<file path="config.mk">
export PLATFORM = sky130hd
export DESIGN_NAME = axi_master_arbiter
export DESIGN_NICKNAME = d
export VERILOG_FILES = /design/src/rtl/axi_pkg.sv /design/src/rtl/axi_id_fifo.sv /design/src/rtl/axi_master_arbiter.sv
export SDC_FILE = /design/constraint.sdc
export NUM_CORES = 1
export LEC_CHECK = 0
export BUFFER_PORTS_ARGS = -buffer_cell sky130_fd_sc_hd__buf_2
export CAP_MARGIN = 30
export CORE_AREA = 8 8 251 253
export DETAILED_ROUTE_END_ITERATION = 7
export DIE_AREA = 0 0 259 261
export GPL_ROUTABILITY_DRIVEN = 0
export RECOVER_POWER = 50
export SKIP_LAST_GASP = 1
export SLEW_MARGIN = 0
export SYNTH_ARGS = -nofsm -noshare
export SYNTH_HDL_FRONTEND = slang
export SYNTH_SLANG_ARGS = --single-unit
</file>
<file path="constraint.sdc">
create_clock -name aclk -period 6.7 [get_ports aclk]
set_input_delay 1.005 -clock aclk [delete_from_list [all_inputs] [get_ports aclk]]
set_output_delay 1.005 -clock aclk [all_outputs]
set_load 0.01 [all_outputs]
</file>
<file path="src/rtl/axi_pkg.sv">
// Shared AXI3 encodings, address-channel payload type and round-robin helpers
// used by the master arbiter and its write-order queue.
package axi_pkg;

   localparam int ID_W = 4;

   typedef enum logic [1:0] {
      BURST_FIXED = 2'b00,
      BURST_INCR  = 2'b01,
      BURST_WRAP  = 2'b10,
      BURST_RSVD  = 2'b11
   } axi_burst_e;

   typedef enum logic [1:0] {
      RESP_OKAY   = 2'b00,
      RESP_EXOKAY = 2'b01,
      RESP_SLVERR = 2'b10,
      RESP_DECERR = 2'b11
   } axi_resp_e;

   typedef struct packed {
      logic [31:0] addr;
      logic [7:0]  len;
      logic [2:0]  size;
      axi_burst_e  burst;
   } axi_ax_t;

   // Returns {found, index}: first requester at or after ptr, wrapping modulo n.
   function automatic logic [4:0] rr_pick(input logic [15:0] req, input logic [3:0] ptr,
                                          input logic [4:0] n);
      logic [4:0] res;
      logic [4:0] idx;
      res = 5'd0;
      for (int i = 0; i < 16; i++) begin
         idx = {1'b0, ptr} + 5'(i);
         if (idx >= n) idx = idx - n;
         else          idx = idx;
         if ((5'(i) < n) && !res[4] && req[idx[3:0]]) res = {1'b1, idx[3:0]};
         else                                          res = res;
      end
      return res;
   endfunction

   function automatic logic [3:0] rr_next(input logic [3:0] idx, input logic [4:0] n);
      if (({1'b0, idx} + 5'd1) >= n) return 4'd0;
      else                           return idx + 4'd1;
   endfunction

endpackage

</file>
<file path="src/rtl/axi_id_fifo.sv">
// Write-order queue: remembers which master owns each accepted AW so that
// W beats are forwarded in address order.
module axi_id_fifo
   import axi_pkg::*;
#(
   parameter int DEPTH = 4
) (
   input  logic            aclk,
   input  logic            aresetn,
   input  logic            push,
   input  logic [ID_W-1:0] din,
   input  logic            pop,
   output logic [ID_W-1:0] dout,
   output logic            full,
   output logic            empty
);

   localparam int PW = $clog2(DEPTH);

   logic [ID_W-1:0] mem_r [DEPTH];
   logic [PW-1:0]   wr_ptr_r;
   logic [PW-1:0]   rd_ptr_r;
   logic [PW:0]     count_r;
   logic            push_ok_s;
   logic            pop_ok_s;

   assign full      = (count_r == (PW+1)'(DEPTH));
   assign empty     = (count_r == (PW+1)'(0));
   assign push_ok_s = push && !full;
   assign pop_ok_s  = pop && !empty;
   assign dout      = mem_r[rd_ptr_r];

   // Storage array.
   always_ff @(posedge aclk) begin
      if (!aresetn) begin
         for (int i = 0; i < DEPTH; i++) mem_r[i] <= '0;
      end else if (push_ok_s) begin
         mem_r[wr_ptr_r] <= din;
      end
   end

   // Pointers and occupancy; simultaneous push and pop leave the count unchanged.
   always_ff @(posedge aclk) begin
      if (!aresetn) begin
         wr_ptr_r <= '0;
         rd_ptr_r <= '0;
         count_r  <= '0;
      end else begin
         if (push_ok_s) wr_ptr_r <= wr_ptr_r + PW'(1);
         if (pop_ok_s)  rd_ptr_r <= rd_ptr_r + PW'(1);
         case ({push_ok_s, pop_ok_s})
            2'b10:   count_r <= count_r + (PW+1)'(1);
            2'b01:   count_r <= count_r - (PW+1)'(1);
            default: count_r <= count_r;
         endcase
      end
   end

endmodule

</file>
<file path="src/rtl/axi_master_arbiter.sv">
// N-to-1 AXI3 arbiter: round-robin AR/AW slots with a one-deep register each,
// W ordered by a write-order queue, R/B steered back by transaction id.
module axi_master_arbiter
   import axi_pkg::*;
#(
   parameter int NUM_MASTERS    = 3,
   parameter int AXI_DATA_WIDTH = 32,
   parameter int WQ_DEPTH       = 4
) (
   input  logic                                    aclk,
   input  logic                                    aresetn,
   input  logic [NUM_MASTERS-1:0]                  s_arvalid,
   output logic [NUM_MASTERS-1:0]                  s_arready,
   input  logic [NUM_MASTERS*32-1:0]               s_araddr,
   input  logic [NUM_MASTERS*8-1:0]                s_arlen,
   input  logic [NUM_MASTERS*3-1:0]                s_arsize,
   input  logic [NUM_MASTERS*2-1:0]                s_arburst,
   output logic [NUM_MASTERS-1:0]                  s_rvalid,
   input  logic [NUM_MASTERS-1:0]                  s_rready,
   output logic [AXI_DATA_WIDTH-1:0]               s_rdata,
   output logic [1:0]                              s_rresp,
   output logic                                    s_rlast,
   input  logic [NUM_MASTERS-1:0]                  s_awvalid,
   output logic [NUM_MASTERS-1:0]                  s_awready,
   input  logic [NUM_MASTERS*32-1:0]               s_awaddr,
   input  logic [NUM_MASTERS*8-1:0]                s_awlen,
   input  logic [NUM_MASTERS*3-1:0]                s_awsize,
   input  logic [NUM_MASTERS*2-1:0]                s_awburst,
   input  logic [NUM_MASTERS-1:0]                  s_wvalid,
   output logic [NUM_MASTERS-1:0]                  s_wready,
   input  logic [NUM_MASTERS*AXI_DATA_WIDTH-1:0]   s_wdata,
   input  logic [NUM_MASTERS*AXI_DATA_WIDTH/8-1:0] s_wstrb,
   input  logic [NUM_MASTERS-1:0]                  s_wlast,
   output logic [NUM_MASTERS-1:0]                  s_bvalid,
   input  logic [NUM_MASTERS-1:0]                  s_bready,
   output logic [1:0]                              s_bresp,
   output logic [ID_W-1:0]                         m_arid,
   output logic [31:0]                             m_araddr,
   output logic [7:0]                              m_arlen,
   output logic [2:0]                              m_arsize,
   output logic [1:0]                              m_arburst,
   output logic [1:0]                              m_arlock,
   output logic [3:0]                              m_arcache,
   output logic [2:0]                              m_arprot,
   output logic                                    m_arvalid,
   input  logic                                    m_arready,
   input  logic [ID_W-1:0]                         m_rid,
   input  logic [AXI_DATA_WIDTH-1:0]               m_rdata,
   input  logic [1:0]                              m_rresp,
   input  logic                                    m_rlast,
   input  logic                                    m_rvalid,
   output logic                                    m_rready,
   output logic [ID_W-1:0]                         m_awid,
   output logic [31:0]                             m_awaddr,
   output logic [7:0]                              m_awlen,
   output logic [2:0]                              m_awsize,
   output logic [1:0]                              m_awburst,
   output logic [1:0]                              m_awlock,
   output logic [3:0]                              m_awcache,
   output logic [2:0]                              m_awprot,
   output logic                                    m_awvalid,
   input  logic                                    m_awready,
   output logic [ID_W-1:0]                         m_wid,
   output logic [AXI_DATA_WIDTH-1:0]               m_wdata,
   output logic [AXI_DATA_WIDTH/8-1:0]             m_wstrb,
   output logic                                    m_wlast,
   output logic                                    m_wvalid,
   input  logic                                    m_wready,
   input  logic [ID_W-1:0]                         m_bid,
   input  logic [1:0]                              m_bresp,
   input  logic                                    m_bvalid,
   output logic                                    m_bready
);

   localparam logic [4:0] NM = 5'(NUM_MASTERS);
   localparam int         SW = AXI_DATA_WIDTH / 8;

   logic [4:0]      ar_pick_s, aw_pick_s;
   logic            ar_acc_s, aw_acc_s;
   axi_ax_t         ar_sel_s, aw_sel_s, ar_pl_r, aw_pl_r;
   logic            ar_vld_r, aw_vld_r;
   logic [ID_W-1:0] ar_id_r, aw_id_r;
   logic [3:0]      rr_ar_r, rr_aw_r;
   logic            wq_full_s, wq_empty_s, wq_pop_s;
   logic [ID_W-1:0] wq_head_s;

   assign ar_pick_s = rr_pick(16'(s_arvalid), rr_ar_r, NM);
   assign aw_pick_s = rr_pick(16'(s_awvalid), rr_aw_r, NM);
   // A slot accepts only when it is empty or drains this very cycle.
   assign ar_acc_s  = aresetn && (!ar_vld_r || m_arready) && ar_pick_s[4];
   assign aw_acc_s  = aresetn && (!aw_vld_r || m_awready) && !wq_full_s && aw_pick_s[4];

   // Grant decode and winner payload selection for both address channels.
   always_comb begin
      s_arready = '0;
      s_awready = '0;
      ar_sel_s  = '0;
      aw_sel_s  = '0;
      for (int i = 0; i < NUM_MASTERS; i++) begin
         s_arready[i] = ar_acc_s && (ar_pick_s[3:0] == 4'(i));
         s_awready[i] = aw_acc_s && (aw_pick_s[3:0] == 4'(i));
         if (ar_pick_s[3:0] == 4'(i))
            ar_sel_s = '{addr: s_araddr[i*32 +: 32], len: s_arlen[i*8 +: 8], size: s_arsize[i*3 +: 3],
                         burst: axi_burst_e'(s_arburst[i*2 +: 2])};
         else
            ar_sel_s = ar_sel_s;
         if (aw_pick_s[3:0] == 4'(i))
            aw_sel_s = '{addr: s_awaddr[i*32 +: 32], len: s_awlen[i*8 +: 8], size: s_awsize[i*3 +: 3],
                         burst: axi_burst_e'(s_awburst[i*2 +: 2])};
         else
            aw_sel_s = aw_sel_s;
      end
   end

   // AR slot and pointer.
   always_ff @(posedge aclk) begin
      if (!aresetn) begin
         ar_vld_r <= 1'b0;
         ar_id_r  <= '0;
         ar_pl_r  <= '0;
         rr_ar_r  <= 4'd0;
      end else if (ar_acc_s) begin
         ar_vld_r <= 1'b1;
         ar_id_r  <= ar_pick_s[3:0];
         ar_pl_r  <= ar_sel_s;
         rr_ar_r  <= rr_next(ar_pick_s[3:0], NM);
      end else if (m_arready) begin
         ar_vld_r <= 1'b0;
      end
   end

   // AW slot and pointer.
   always_ff @(posedge aclk) begin
      if (!aresetn) begin
         aw_vld_r <= 1'b0;
         aw_id_r  <= '0;
         aw_pl_r  <= '0;
         rr_aw_r  <= 4'd0;
      end else if (aw_acc_s) begin
         aw_vld_r <= 1'b1;
         aw_id_r  <= aw_pick_s[3:0];
         aw_pl_r  <= aw_sel_s;
         rr_aw_r  <= rr_next(aw_pick_s[3:0], NM);
      end else if (m_awready) begin
         aw_vld_r <= 1'b0;
      end
   end

   assign m_arvalid = ar_vld_r;
   assign m_arid    = ar_id_r;
   assign m_araddr  = ar_pl_r.addr;
   assign m_arlen   = ar_pl_r.len;
   assign m_arsize  = ar_pl_r.size;
   assign m_arburst = ar_pl_r.burst;
   assign m_arlock  = 2'b00;
   assign m_arcache = 4'b0000;
   assign m_arprot  = 3'b000;
   assign m_awvalid = aw_vld_r;
   assign m_awid    = aw_id_r;
   assign m_awaddr  = aw_pl_r.addr;
   assign m_awlen   = aw_pl_r.len;
   assign m_awsize  = aw_pl_r.size;
   assign m_awburst = aw_pl_r.burst;
   assign m_awlock  = 2'b00;
   assign m_awcache = 4'b0000;
   assign m_awprot  = 3'b000;

   axi_id_fifo #(.DEPTH(WQ_DEPTH)) u_wq (
      .aclk    (aclk),
      .aresetn (aresetn),
      .push    (aw_acc_s),
      .din     (aw_pick_s[3:0]),
      .pop     (wq_pop_s),
      .dout    (wq_head_s),
      .full    (wq_full_s),
      .empty   (wq_empty_s)
   );

   assign m_wid    = wq_head_s;
   assign wq_pop_s = m_wvalid && m_wready && m_wlast;

   // W steering from the master at the head of the write-order queue.
   always_comb begin
      m_wvalid = 1'b0;
      m_wdata  = '0;
      m_wstrb  = '0;
      m_wlast  = 1'b0;
      s_wready = '0;
      for (int i = 0; i < NUM_MASTERS; i++) begin
         if (!wq_empty_s && (wq_head_s == 4'(i))) begin
            m_wvalid    = s_wvalid[i];
            m_wdata     = s_wdata[i*AXI_DATA_WIDTH +: AXI_DATA_WIDTH];
            m_wstrb     = s_wstrb[i*SW +: SW];
            m_wlast     = s_wlast[i];
            s_wready[i] = m_wready;
         end else begin
            s_wready[i] = 1'b0;
         end
      end
   end

   assign s_rdata = m_rdata;
   assign s_rresp = m_rresp;
   assign s_rlast = m_rlast;
   assign s_bresp = m_bresp;

   // R/B steering by id; ids with no master behind them are sunk.
   always_comb begin
      s_rvalid = '0;
      s_bvalid = '0;
      m_rready = 1'b1;
      m_bready = 1'b1;
      for (int i = 0; i < NUM_MASTERS; i++) begin
         if (m_rid == 4'(i)) begin
            s_rvalid[i] = m_rvalid;
            m_rready    = s_rready[i];
         end else begin
            s_rvalid[i] = 1'b0;
         end
         if (m_bid == 4'(i)) begin
            s_bvalid[i] = m_bvalid;
            m_bready    = s_bready[i];
         end else begin
            s_bvalid[i] = 1'b0;
         end
      end
   end

endmodule

</file>
== After elaboration in Yosys (flattened, before gate mapping) ==
Memories as Yosys holds them, arrays and structs flattened. A register that Yosys moved wholly into a read port is not among the register bits.
Index checks and enable logic that the tools add are counted.
Storage, ports and cells
  register bits after elaboration: 115
  bits in latches: 0
  RAM bits: 16
  bits in read-only memories: 0
  input port bits: 448
  output and inout bits: 214
  word-level logic and storage cells: 178
  memories kept: 1
Operators by class
  add/subtract/negate cells: 18
  multipliers: 0
  div/mod/pow operators: 0
  magnitude comparators: 14
  equality and inequality tests: 13
  shift operators: 0
  mux-type cells: 73
  bitwise operators: 0
  reduce and logical (&&, ||, !) cells: 42
Memory list
  u_wq.mem_r: words 4, bits a word 4, read ports 1, clocked after memory_dff 1, write ports 4, line axi_id_fifo.sv:20  | logic [ID_W-1:0] mem_r [DEPTH];
Operator list (number)
  $mux 45: 6
  $mux 32: 3
  $mux 4: 12
  $mux 1: 36
  $ge 5x2->1 const B: 6
  $lt 4x5->1 const B: 6
  $mux 5: 6
  $bmux 1 s4: 6
  $sub 4x2->4 const B: 6
  $logic_and 1x1->1: 22
  $add 4x1->5 const B: 4
  $eq 4x1->1 const B: 5
  $eq 4x2->1 const B: 5
  $logic_not 4->1: 5
  $add 4x2->5 const B: 2
  $add 4x1->4 const B: 2
  $ge 4x2->1 const B: 2
  $logic_not 1->1: 8
  $mux 2: 3
  $pmux 3 s2: 1
  $reduce_bool 2->1: 3
  $add 2x1->2 const B: 2
  $reduce_or 4->1: 1
  $add 3x1->3 const B: 1
  6 further kinds: 7

== Longest topological paths before layout ==
  word-level depth: 18
  depth in mapped cells: 20
  mapped depth without buffers: 15

== Cells and area by module ==
From an unflattened synthesis, not the netlist that was laid out.
Second synthesis, totals
  cell total of the unflattened synthesis: 1376
  area total of the unflattened synthesis: 9734.3 um2
Modules (own cells, without submodules)
  axi_master_arbiter: instances 1, cells each 1282, area an instance 8613.3 um2, seq. area each 2162.1 um2
  axi_id_fifo: instances 1, cells each 94, area an instance 1121.1 um2, seq. area each 660.6 um2

== Worst setup path before layout ==
Ideal clock, no wire load.
  path kind: in2out
  start point: input s_arvalid[0]
  end point: output s_arready[2]
  arrival: 3619 ps
  data required time: 5695 ps
  setup slack: 2076 ps
  stages: 11
  buffers on the path: 3
  path through: clkbuf_1 -> nor4b_1 -> a31oi_1 -> o221a_2 -> or2_2 -> a31o_2 -> a31oi_1 -> ha_1 -> clkbuf_1 -> clkbuf_1 -> and3_1
Between the ends
  longest elaborated chain between the ends: 11
  elaborated cells on any way between the ends: 16
  classes of those cells: 1 x eq/ne; 9 x mux; 6 x reduce/logical
Ends and longest elaborated chain
  start, declared: line axi_master_arbiter.sv:12  | input logic [NUM_MASTERS-1:0] s_arvalid,
  $bmux 1 s4: line axi_pkg.sv:38  | if ((5'(i) < n) && !res[4] && req[idx[3:0]]) res = {1'b1, idx[3:0]};
  $mux 1 (implied by the code): line axi_pkg.sv:38
  $mux 5: line axi_pkg.sv:38
  $logic_not 1->1: line axi_pkg.sv:38
  $logic_and 1x1->1: line axi_pkg.sv:38
  $mux 5: line axi_pkg.sv:38
  $logic_not 1->1: line axi_pkg.sv:38
  $logic_and 1x1->1: line axi_pkg.sv:38
  $mux 5 *: line axi_pkg.sv:38
  $eq 4x2->1 / $logic_and 1x1->1 (equally long branches): line axi_master_arbiter.sv:100, axi_master_arbiter.sv:90
  $logic_and 1x1->1 *: line axi_master_arbiter.sv:100  | s_arready[i] = ar_acc_s && (ar_pick_s[3:0] == 4'(i));
  end, declared: line axi_master_arbiter.sv:13  | output logic [NUM_MASTERS-1:0] s_arready,
Every way passes the cells marked *; elsewhere a longest branch is shown, timed or not. The select of a mux whose other input is x is not followed.

== Worst setup path after layout ==
  start point: register rr_aw_r[0]
  end point: output s_awready[2]
Between the ends
  longest elaborated chain between the ends: 13
  elaborated cells on any way between the ends: 27
  classes of those cells: 5 x add/sub; 3 x order compare; 1 x eq/ne; 12 x mux; 6 x reduce/logical
Ends and longest elaborated chain
  start, declared: line axi_master_arbiter.sv:83  | logic [3:0] rr_ar_r, rr_aw_r;
  start signal, assigned: line axi_master_arbiter.sv:143  | rr_aw_r <= rr_next(aw_pick_s[3:0], NM);
  branches (longest 10 deep; another with $add 4x1->5)
  $mux 5 *: line axi_pkg.sv:38
  $eq 4x2->1 / $logic_and 1x1->1 (equally long branches): line axi_master_arbiter.sv:101, axi_master_arbiter.sv:91
  $logic_and 1x1->1 *: line axi_master_arbiter.sv:101  | s_awready[i] = aw_acc_s && (aw_pick_s[3:0] == 4'(i));
  end, declared: line axi_master_arbiter.sv:24  | output logic [NUM_MASTERS-1:0] s_awready,
Mark *: on every way between the ends. The select of a mux whose other input is x is not followed.

==> metrics.yaml <==
clkTransAtPathRegs_ns: 0.06
grt_usage_pct: 11.8
hold_buffers: 0
place_inst: 2565
yosys_warnings: 0
synth.top_cells.by_area: "dfxtp_1 24%, nand2_1 14%, o21ai_0 7.7%"
crit_type: "flop to output port"
synthFlopType: "dfxtp_1"
required_ns: 5.69
antenna_found_initial: 3
grt_max_degree: 91
portBuffers: 569
hold_viol_final: 0
rows: 90
ir_drop_mv: 0.343
grt_overflow: 0
ys_ff_latch: 133
timing.final.crit_period_ns: 6.00
postCtsSetupRepairBufs: 0
grt_pass1_vias: 10600
avgViaCountPerCell: 4.25
endpoint_kind: "output port"
slew_headroom_pct: -32.2
nets: 2274
io_pins: 662
drive_above_1_share_pct: 29.1
clock_skew_ns: 0.0107
maxSlewViolCount: 58
cts_sinks: 133
worst_pin_slew_ns: 1.98
cts-root-buf: "clkbuf_16"
rsz0062_at_grt: "false"
cts_buffer_depth: 2
fp.coreArea_sq_um: 59300
power_leakage_nw: 5.78
htreeDepth: 4
cp.arrival_ns: 4.99
synthArstFlopShare_pct: 0
synth_edf_count: 16
dr.pass1.iters: 5
vias: 11100
worst-path-max-fanout: 23
syn_inst: 1343
wl_per_cell_um: 16.5
cts_tree: "done"
slowest_stage: "a31oi_1"
syn_avg_cell_area_sq_um: 7.15
yosysTopAreaCellShare_pct: 24.4
fin_setup_tns_ns: 0
syn_to_final_growth_pct: 37.9
wl_mm: 42.9
power_density_nw_per_um2: 462
cts-resized-gates: 0
netlist_area_sq_um: 9610
status: "complete, but fails checks"
drv_cap: 2
clock_latency_ns: 0.44
yosys.area.top_type: "dfxtp_1"
timing.reg2reg.setup_slack_ns: 0.95
grt_pass1_wl_mm: 62.1
numCtsBuffers: 17
die_area_sq_um: 67600
hpwlAfterDp_mm: 34.9
die_w_um: 259
dieHeight_um: 261
postRouteAntennaNets: 0
fillCellCount: 6735
start_kind: "flop"
initial_utilization_pct: 16.2
drt-initial-drc-count: 617
layout_commonest_cell: "buf_2"
max_freq_ghz: 0.167
netlist-cell-type-count: 77
final-setup-viol-count: 0
period_share_pct: 89.5
ys_seq_area_share_pct: 29.4
path_cells: "clkbuf_1 -> ha_1 -> xnor2_1 -> a311o_1 -> a211oi_1 -> o211ai_1 -> a31oi_1 -> and2_1 -> buf_2"
final_cell_mix: "457 x buf_2, 368 x nand2_1, 147 x o21ai_0, 117 x dfxtp_1, 115 x clkbuf_1"
cp_slowest_stage_delay_ns: 1.34
holdCritPathClass: "flop to flop"
violations: "max-capacitance violations, max-slew violations"
layout.cells.non_filler: 2599
drc: 0
==> cell type report <==
type | count | area (sq um) | area share (%)
multi-input combinational | 1044 | 5890 | 44.5
timing repair buffer | 585 | 2860 | 21.6
sequential | 133 | 2820 | 21.3
tap | 782 | 978 | 7.38
clock buffer | 25 | 527 | 3.97
clock inverter | 7 | 90.1 | 0.680
inverter | 21 | 78.8 | 0.595
antenna | 2 | 5.00 | 0.0378
==> path summary, 6_finish.rpt <==
check,from,to,cells past startpoint
worst max-delay path,rr_aw_r[0],s_awready[2],9
worst min-delay path,m_araddr[12],m_araddr[12],2
worst max register to register,rr_aw_r[0],u_wq.count_r[2],14
worst min register to register,m_araddr[12],m_araddr[12],2
==> through the flow <==
step	utilization [%]	worst slack [ns]	power, mW	hold WS, ns	area (sq um)
3_5_place_dp	21.6	1.27	5.25	0.448	12800
2_1_floorplan	-	2.08	4.05	0.471	9700
3_3_place_gp	21.5	1.36	5.17	0.441	12800
5_1_grt	22.3	0.232	6.75	0.476	13300
4_1_cts	22.6	0.754	6.27	0.456	13400
6_report	22.3	0.705	6.13	0.458	13300
==> sequential cells by signal, summed over array words and instances, names as in the netlist, named ones only <==
signal / count
m_awaddr: 32
m_awvalid: 1
u_wq.count_r: 3
m_arsize: 3
u_wq.rd_ptr_r: 2
m_araddr: 32
m_arvalid: 1
m_arid: 4
m_awid: 4
m_awlen: 8
m_awburst: 2
rr_aw_r: 4
u_wq.mem_r: 16
m_arlen: 8
m_awsize: 3
m_arburst: 2
rr_ar_r: 4
u_wq.wr_ptr_r: 2
==> synthesized netlist by cell type (all sizes together) (4+ instances only) <==
cell type and n:
and3 17, nand3b 4, nor2 64, o32ai 4, xnor2 12, nor3b 5
a22oi 91, inv 20, o21ai 148, nor4 4, buf 86, nor3 17
a21oi 85, nand3 8, xor2 7, mux2 4, clkbuf 84, nor2b 7
o211ai 6, mux2i 53, a211oi 7, nand2b 6, o31ai 4, and2 7
dfxtp 117, o2bb2ai 5, ha 23, a31oi 5, edfxtp 16, nand2 368
==> cell families (layout without fill, tap and decap cells) <==
logic type	count (synthesis)	in the layout	share of synthesized area (%)
adders and majority gates	24	24	3.20
AOI/OAI and AO/OA	388	388	25.2
other	1	28	0.0390
xor gates and xnor gates	19	19	1.73
buffers and inverters	191	638	10.4
and+or+nand+nor	527	527	23.4
DFF	133	133	29.4
muxes	60	60	6.69
==> where the power goes <==
group	internal [mW]	total (mW)	switching [mW]
Combinational	1.49	3.98	2.49
Clock	0.618	0.987	0.370
Sequential	1.04	1.16	0.127
==> worst max-delay path, delay by kind of cell, from the launching register on <==
family / cells / cell delay [ns]
compound gates: 4 / 2.38
buf+inv: 2 / 0.89
fa+ha+maj: 1 / 0.50
flops: 1 / 0.32
simple gates: 1 / 0.25
xor+xnor: 1 / 0.18
==> metal layers <==
layer | GRT usage (%) | vias to the layer above | share of wire, %
met1 | 13.2 | 4984 | 39
met2 | 20.7 | 489 | 49
li1 | - | 5505 | -
met5 | 0 | - | 0.047
met3 | 3.52 | 71 | 8.1
met4 | 5.25 | 2 | 3.5
Power figures use the tool's default switching activity.
